==> src/rtl/conv_window_gen.sv <==
// Streaming 3x3 window generator: raster pixels in, one unpadded 3x3 window out per position (r>=2, c>=2).
// Optional CONV_WIN_SOF_EN adds pix_sof_i to force the accepted pixel to position (0,0).
module conv_window_gen #(
  parameter int IMG_W  = 32,
  parameter int IMG_H  = 32,
  parameter int DATA_W = 8
) (
  input  logic              clk_i,
  input  logic              rst_n,
  input  logic              pix_valid_i,
  output logic              pix_ready_o,
  input  logic [DATA_W-1:0] pix_data_i,
`ifdef CONV_WIN_SOF_EN
  input  logic              pix_sof_i,
`endif
  output logic              win_valid_o,
  input  logic              win_ready_i,
  output logic [DATA_W-1:0] win_0,
  output logic [DATA_W-1:0] win_1,
  output logic [DATA_W-1:0] win_2,
  output logic [DATA_W-1:0] win_3,
  output logic [DATA_W-1:0] win_4,
  output logic [DATA_W-1:0] win_5,
  output logic [DATA_W-1:0] win_6,
  output logic [DATA_W-1:0] win_7,
  output logic [DATA_W-1:0] win_8,
  output logic              win_last_o
);

  localparam int CW = $clog2(IMG_W);
  localparam int RW = $clog2(IMG_H);
  localparam logic [CW-1:0] COL_MAX = CW'(IMG_W - 1);
  localparam logic [RW-1:0] ROW_MAX = RW'(IMG_H - 1);

  logic [CW-1:0]              col_p0;
  logic [RW-1:0]              row_p0;
  logic [CW-1:0]              col_eff_p0;
  logic [RW-1:0]              row_eff_p0;
  logic                       sof_p0;
  logic                       accept_p0;
  logic                       emit_p0;
  logic                       last_pos_p0;
  logic signed [DATA_W-1:0]   pix_p0;
  logic signed [DATA_W-1:0]   tap1_p0;
  logic signed [DATA_W-1:0]   tap2_p0;
  logic signed [DATA_W-1:0]   lb1_mem [IMG_W];
  logic signed [DATA_W-1:0]   lb2_mem [IMG_W];
  logic signed [DATA_W-1:0]   win_p1 [9];
  logic                       vld_p1;
  logic                       last_p1;

`ifdef CONV_WIN_SOF_EN
  assign sof_p0 = pix_sof_i;
`else
  assign sof_p0 = 1'b0;
`endif

  // Stage p0: accept, position and line-buffer taps
  assign pix_ready_o = !vld_p1 | win_ready_i;
  assign accept_p0   = pix_valid_i & pix_ready_o;
  assign col_eff_p0  = sof_p0 ? '0 : col_p0;
  assign row_eff_p0  = sof_p0 ? '0 : row_p0;
  assign pix_p0      = pix_data_i;
  // lb1 holds row r-1 and lb2 row r-2, both indexed by column
  assign tap1_p0     = lb1_mem[col_eff_p0];
  assign tap2_p0     = lb2_mem[col_eff_p0];
  assign emit_p0     = accept_p0 & (row_eff_p0 >= RW'(2)) & (col_eff_p0 >= CW'(2));
  assign last_pos_p0 = (row_eff_p0 == ROW_MAX) & (col_eff_p0 == COL_MAX);

  always_ff @(posedge clk_i or negedge rst_n) begin
    if (!rst_n) begin
      col_p0 <= '0;
      row_p0 <= '0;
    end else if (accept_p0) begin
      if (col_eff_p0 == COL_MAX) begin
        col_p0 <= '0;
        row_p0 <= (row_eff_p0 == ROW_MAX) ? '0 : row_eff_p0 + RW'(1);
      end else begin
        col_p0 <= col_eff_p0 + CW'(1);
        row_p0 <= row_eff_p0;
      end
    end
  end

  always_ff @(posedge clk_i) begin
    if (accept_p0) begin
      lb2_mem[col_eff_p0] <= tap1_p0;
      lb1_mem[col_eff_p0] <= pix_p0;
    end
  end

  // Stage p1: 3x3 window register, doubles as the held output
  always_ff @(posedge clk_i or negedge rst_n) begin
    if (!rst_n) begin
      for (int i = 0; i < 9; i++) win_p1[i] <= '0;
      vld_p1  <= 1'b0;
      last_p1 <= 1'b0;
    end else begin
      if (accept_p0) begin
        for (int dy = 0; dy < 3; dy++) begin
          win_p1[3*dy]     <= win_p1[3*dy + 1];
          win_p1[3*dy + 1] <= win_p1[3*dy + 2];
        end
        win_p1[2] <= tap2_p0;
        win_p1[5] <= tap1_p0;
        win_p1[8] <= pix_p0;
        last_p1   <= emit_p0 & last_pos_p0;
      end
      if (emit_p0)
        vld_p1 <= 1'b1;
      else if (win_ready_i)
        vld_p1 <= 1'b0;
    end
  end

  assign win_valid_o = vld_p1;
  assign win_last_o  = last_p1;
  assign win_0 = win_p1[0];
  assign win_1 = win_p1[1];
  assign win_2 = win_p1[2];
  assign win_3 = win_p1[3];
  assign win_4 = win_p1[4];
  assign win_5 = win_p1[5];
  assign win_6 = win_p1[6];
  assign win_7 = win_p1[7];
  assign win_8 = win_p1[8];

endmodule

==> config.mk <==
export PLATFORM = sky130hd
export DESIGN_NAME = conv_window_gen
export DESIGN_NICKNAME = d
export VERILOG_FILES = /design/src/rtl/conv_window_gen.sv
export SDC_FILE = /design/constraint.sdc
export NUM_CORES = 1
export LEC_CHECK = 0
export ABC_AREA = 1
export CORE_ASPECT_RATIO = 1.5
export CORE_UTILIZATION = 61
export CTS_CLUSTER_DIAMETER = 150
export DETAILED_ROUTE_END_ITERATION = 10
export PLACE_DENSITY = 0.89
export RECOVER_POWER = 100
export SYNTH_ARGS = -nofsm -noshare
export SYNTH_HDL_FRONTEND = slang
export SYNTH_SLANG_ARGS = --single-unit
==> constraint.sdc <==
create_clock -name clk_i -period 3.4 [get_ports clk_i]
set_input_delay 0.68 -clock clk_i [delete_from_list [all_inputs] [get_ports clk_i]]
set_output_delay 0.68 -clock clk_i [all_outputs]
set_load 0.01 [all_outputs]
Word-level counts from Yosys, hierarchy flattened
Memories as Yosys holds them, arrays and structs flattened. A register that Yosys moved wholly into a read port is not among the register bits.
Cells that the tools add are included.
- register bits after elaboration: 76
- memories kept: 2
- output and inout port bits: 75
- RAM bits: 512
- word-level logic and storage cells: 36
- muxes and demuxes: 6
- order comparisons: 2
- eq/ne operators: 2
- reduce and logical (&&, ||, !) cells: 4
- add/subtract/negate cells: 2
- bitwise logic cells: 6
- memory list (memory ; words ; width ; read ports ; clocked after Yosys merged registers in ; wr ports ; line ; source):
    lb1_mem ; 32 ; 8 ; 1 ; 0 ; 1 ; 46 ; logic signed [DATA_W-1:0] lb1_mem [IMG_W];
    lb2_mem ; 32 ; 8 ; 1 ; 1 ; 1 ; 47 ; logic signed [DATA_W-1:0] lb2_mem [IMG_W];
- operators with widths (cell ; number):
    adder 5 x 1 -> 5 bit, second input constant ; 2
    == test 5 bit, second input constant ; 2
    >= comparator 5 x 2 -> 1 bit, second input constant ; 2
    two-way mux 5 bit ; 2
    bitwise AND 1 bit ; 5
    two-way mux 1 bit ; 4
    logical NOT 1 bit ; 2
    AND reduction 2 bit ; 1
    nonzero test 2 bit ; 1
    bitwise OR 1 bit ; 1

Depth between registers and ports, before layout
- depth in word-level cells: 6
- gate-level depth with buffers: 14

Least setup slack after synthesis
OpenSTA, ideal clock, no wires.
- path kind: input port to flip-flop
- start: in win_ready_i
- end: mem lb1_mem[15][0] (enable)
- path buffers: 2
- path slack: 0.422 ns
- arrival time: 2.568 ns
- cell stages on the path: 6
- data required time: 2.991 ns
- library setup time: 0.409 ns
- cell sequence: inv_1 a21boi_2 inv_1 clkbuf_1 clkbuf_1 nor3_1
- longest elaborated chain between the ends: 4
- ends and longest elaborated chain (what ; line ; source):
    from (decl) ; 17 ; input logic win_ready_i,
    bitwise OR 1 bit ; 59 ; assign pix_ready_o = !vld_p1 | win_ready_i;
    bitwise AND 1 bit ; 60 ; assign accept_p0 = pix_valid_i & pix_ready_o;
    two-way mux 1 bit ; 86 ; if (accept_p0) begin
    two-way mux 1 bit (not written as such) ; 88 ; lb1_mem[col_eff_p0] <= pix_p0;
    to (decl) ; 46 ;
Every way passes these cells.

Worst setup path in the final report
- start: in pix_data_i[7]
- end: mem lb1_mem[4][7], data pin
- RTL lines (what ; line ; source):
    from (decl) ; 12 ; input logic [DATA_W-1:0] pix_data_i,
No word-level cell before the write port.

==> key figures <==
Global routing
  • Largest net degree at the start of global routing: 135
  • First-pass GRT wire length: 102 mm
  • Total track usage: 32.2%
  • Antenna violations before repair: 0
  • Vias in the first global route: 18,200
  • Grt ovf: 0

Synthesis
  • Synth top area cells: edfxtp_1 61%, nand2_1 16%, dfrtp_1 8.3%, inv_1 4.9%, nand3_1 3.6%
  • Commonest cells in the netlist: 1,078 x nand2_1, 512 x edfxtp_1, 333 x inv_1, 184 x nand3_1, 114 x nor2_1
  • Post-Syn Area: roughly 0.025 mm^2
  • Post-synth top area cell: edfxtp_1
  • Synth warn: 0
  • Post-synth EDFFs: 512
  • Sequential share of the synthesized area: 69.1%
  • Most frequent cell after synthesis: nand2_1
  • Top cell type's share of synthesized area: 60.8%
  • Post-synth cell types: 22
  • Number of synthesized register bits: 596
  • Post-synth ARST share: between 10% and 20%
  • Syn Area/Cell: 10.1 um^2
  • Post-Synthesis Net Count: 2,534
  • Synth Flop Type: edfxtp_1
  • Mapped Cells: between 2,000 and 3,000

Pwr
  • Power Total: 24.9 mW
  • PwrDens: 878 mW/mm^2
  • Maximum VDD drop: 0.000724 V
  • Leakage power: 12.6 nW

Setup path
  • Buf+Inv Stages, Crit Path: 2
  • Critical path depth in cells: 2
  • Setup CP Type: input port to register
  • Worst Setup Start Kind: input port
  • CP Cell Sequence: dlygate4sd3_1 > clkbuf_1
  • CP max-delay cell: clkbuf_1
  • CP delay by family, top: buffers and inverters
  • Reg2Reg Depth: 5
  • Max incr delay on CP: about 1900 ps
  • Critical path arrival: 3080 ps
  • CP Capture Type: register
  • Critical path fanouts, max: 33
  • Worst Path Required: about 3400 ps

Detailed routing
  • Routed via count divided by cell count: 5.71
  • Antenna-violating nets left: 0
  • Length of the first detailed-routing pass in iterations: 8
  • DRC: 0
  • Initial DRC Count: approximately 2,400
  • Per-cell routed wire length: roughly 21 um
  • Final WL: 66.4 mm
  • Vias post-DR: approximately 18,000

Outcome
  • Failing checks: max-capacitance violations, max-slew violations
  • Outcome: finished with violations

CTS
  • Root Buffer: clkbuf_16
  • Clock sink count: 596
  • Clock Latency Late Sink: 590 ps
  • Worst-path clk slew: around 60 ps
  • Hold Buf Count CTS: 0
  • Setup Buffers After CTS: 0
  • CTS buffer count: 50
  • TritonCTS clock tree: yes
  • Htree depth: 2
  • CTS resizes: 0
  • Clk buf depth: 3

Worst hold path
  • Min-delay worst type: register to register
  • Min-Delay Path Depth: 2

Finish
  • Post-route cell area: ~0.028 mm^2
  • Nets: 2,643
  • Final instance count without filler cells: 3,176
  • Area grow syn2layout: 12.1%
  • Share of layout cells above drive strength 1: under 10%
  • ANT cells: 0
  • Final Core Density: 69.1%

Timing
  • Slew Limit Fails: 388
  • Final setup viols: 0
  • PnR worst setup slack: roughly 310 ps
  • Clock tree skew after final layout: between 20 and 30 ps
  • Post-route minimum period: 3090 ps
  • Worst slew pin tran: 2630 ps
  • Maximum clock rate: approximately 320 MHz
  • Fin Setup TNS: 0 ps
  • Final period utilization: 90.7%
  • RSZ-0062 raised after global routing: no
  • Worst hold slack: about 460 ps
  • Hold Fails Final Rpt: 0
  • Max-Slew Margin vs Limit: -75.2%

Floorplan
  • Core box area: 0.0410 mm^2
  • Std-Cell Rows: ~90
  • Io pins: 87
  • Die area: ~0.042 mm^2
  • Die Width: 168 um
  • Initial core utilization: approximately 62%
  • Die span in y: approximately 250 um

Job
  • Max Cap Viol: 9

Placed design
  • IO Port Bufs: 86
  • Pre-CTS WS: 502 ps
  • Area post-placement: 0.0269 mm^2
  • GP Congestion: 0.915
  • Placed cells: approximately 3,100
  • Post-DP HPWL: 41.6 mm
-- final cells by class --
cell class,instances,area [um^2]
fillers,2732,12600
clock buffers,65,1380
flip-flops and latches,596,17500
well taps,511,639
repair buffers,168,1370
multi-input cells,1470,5940
inverters,337,1270
clock inverters,29,251
-- layout by cell type, fill, tap and decap left out, types with 12 or more instances in the layout --
| cell type | synthesis | layout |
|---|---|---|
| clkinv_1 | 1 | 16 |
| buf_4 | 29 | 25 |
| inv_1 | 333 | 333 |
| o21ai_0 | 49 | 49 |
| a21oi_1 | 12 | 12 |
| edfxtp_1 | 512 | 512 |
| dlygate4sd3_1 | 0 | 84 |
| nand2_1 | 1078 | 1078 |
| nand3_1 | 184 | 184 |
| clkbuf_2 | 0 | 14 |
| dfrtp_1 | 84 | 82 |
| clkbuf_1 | 30 | 49 |
| nor2_1 | 114 | 117 |
| clkbuf_16 | 0 | 53 |
-- cells by family after synthesis --
logic type / synth area share [%]
AOI/OAI and AO/OA: 1.40
adders and majority gates: 0.396
buffers and inverters: 7.35
DFF: 69.1
and+or+nand+nor: 21.7
-- layer usage --
layer / part of all wire [%] / track usage, %
met1: 33 / 36.4
met2: 50 / 54.8
met3: 8.6 / 5.65
met4: 7.7 / 23.5
met5: 0 / 0
-- report_power, final --
group	total, mW	internal, mW	switching [mW]
clock network	5.76	3.24	2.52
registers	10.4	9.93	0.441
logic	8.75	2.29	6.47
total	24.9	15.5	9.42
-- state kept, by name (all words and copies together) (netlist names) --
name         flops
lb1_mem        256
lb2_mem        256
win_0            8
win_1            8
win_2            8
win_3            8
win_4            8
win_5            8
win_6            8
win_7            8
win_8            8
col_eff_p0       5
row_eff_p0       5
win_last_o       1
win_valid_o      1
-- worst paths after layout --
kind                                            endpoint                 startpoint  slack (ps)
worst max-delay path             lb1_mem[4][7]$_DFFE_PP_              pix_data_i[7]         310
worst min-delay path                win_0[6]$_DFFE_PN0P_       win_0[6]$_DFFE_PN0P_         460
worst max register to register  lb1_mem[23][7]$_DFFE_PP_  col_eff_p0[2]$_DFFE_PN0P_         370
worst min register to register      win_0[6]$_DFFE_PN0P_       win_0[6]$_DFFE_PN0P_         460
max in group asynchronous           win_7[2]$_DFFE_PN0P_                      rst_n        1230
min in group asynchronous           win_6[6]$_DFFE_PN0P_                      rst_n         520
No activity file was read; power rests on OpenSTA's default activity.
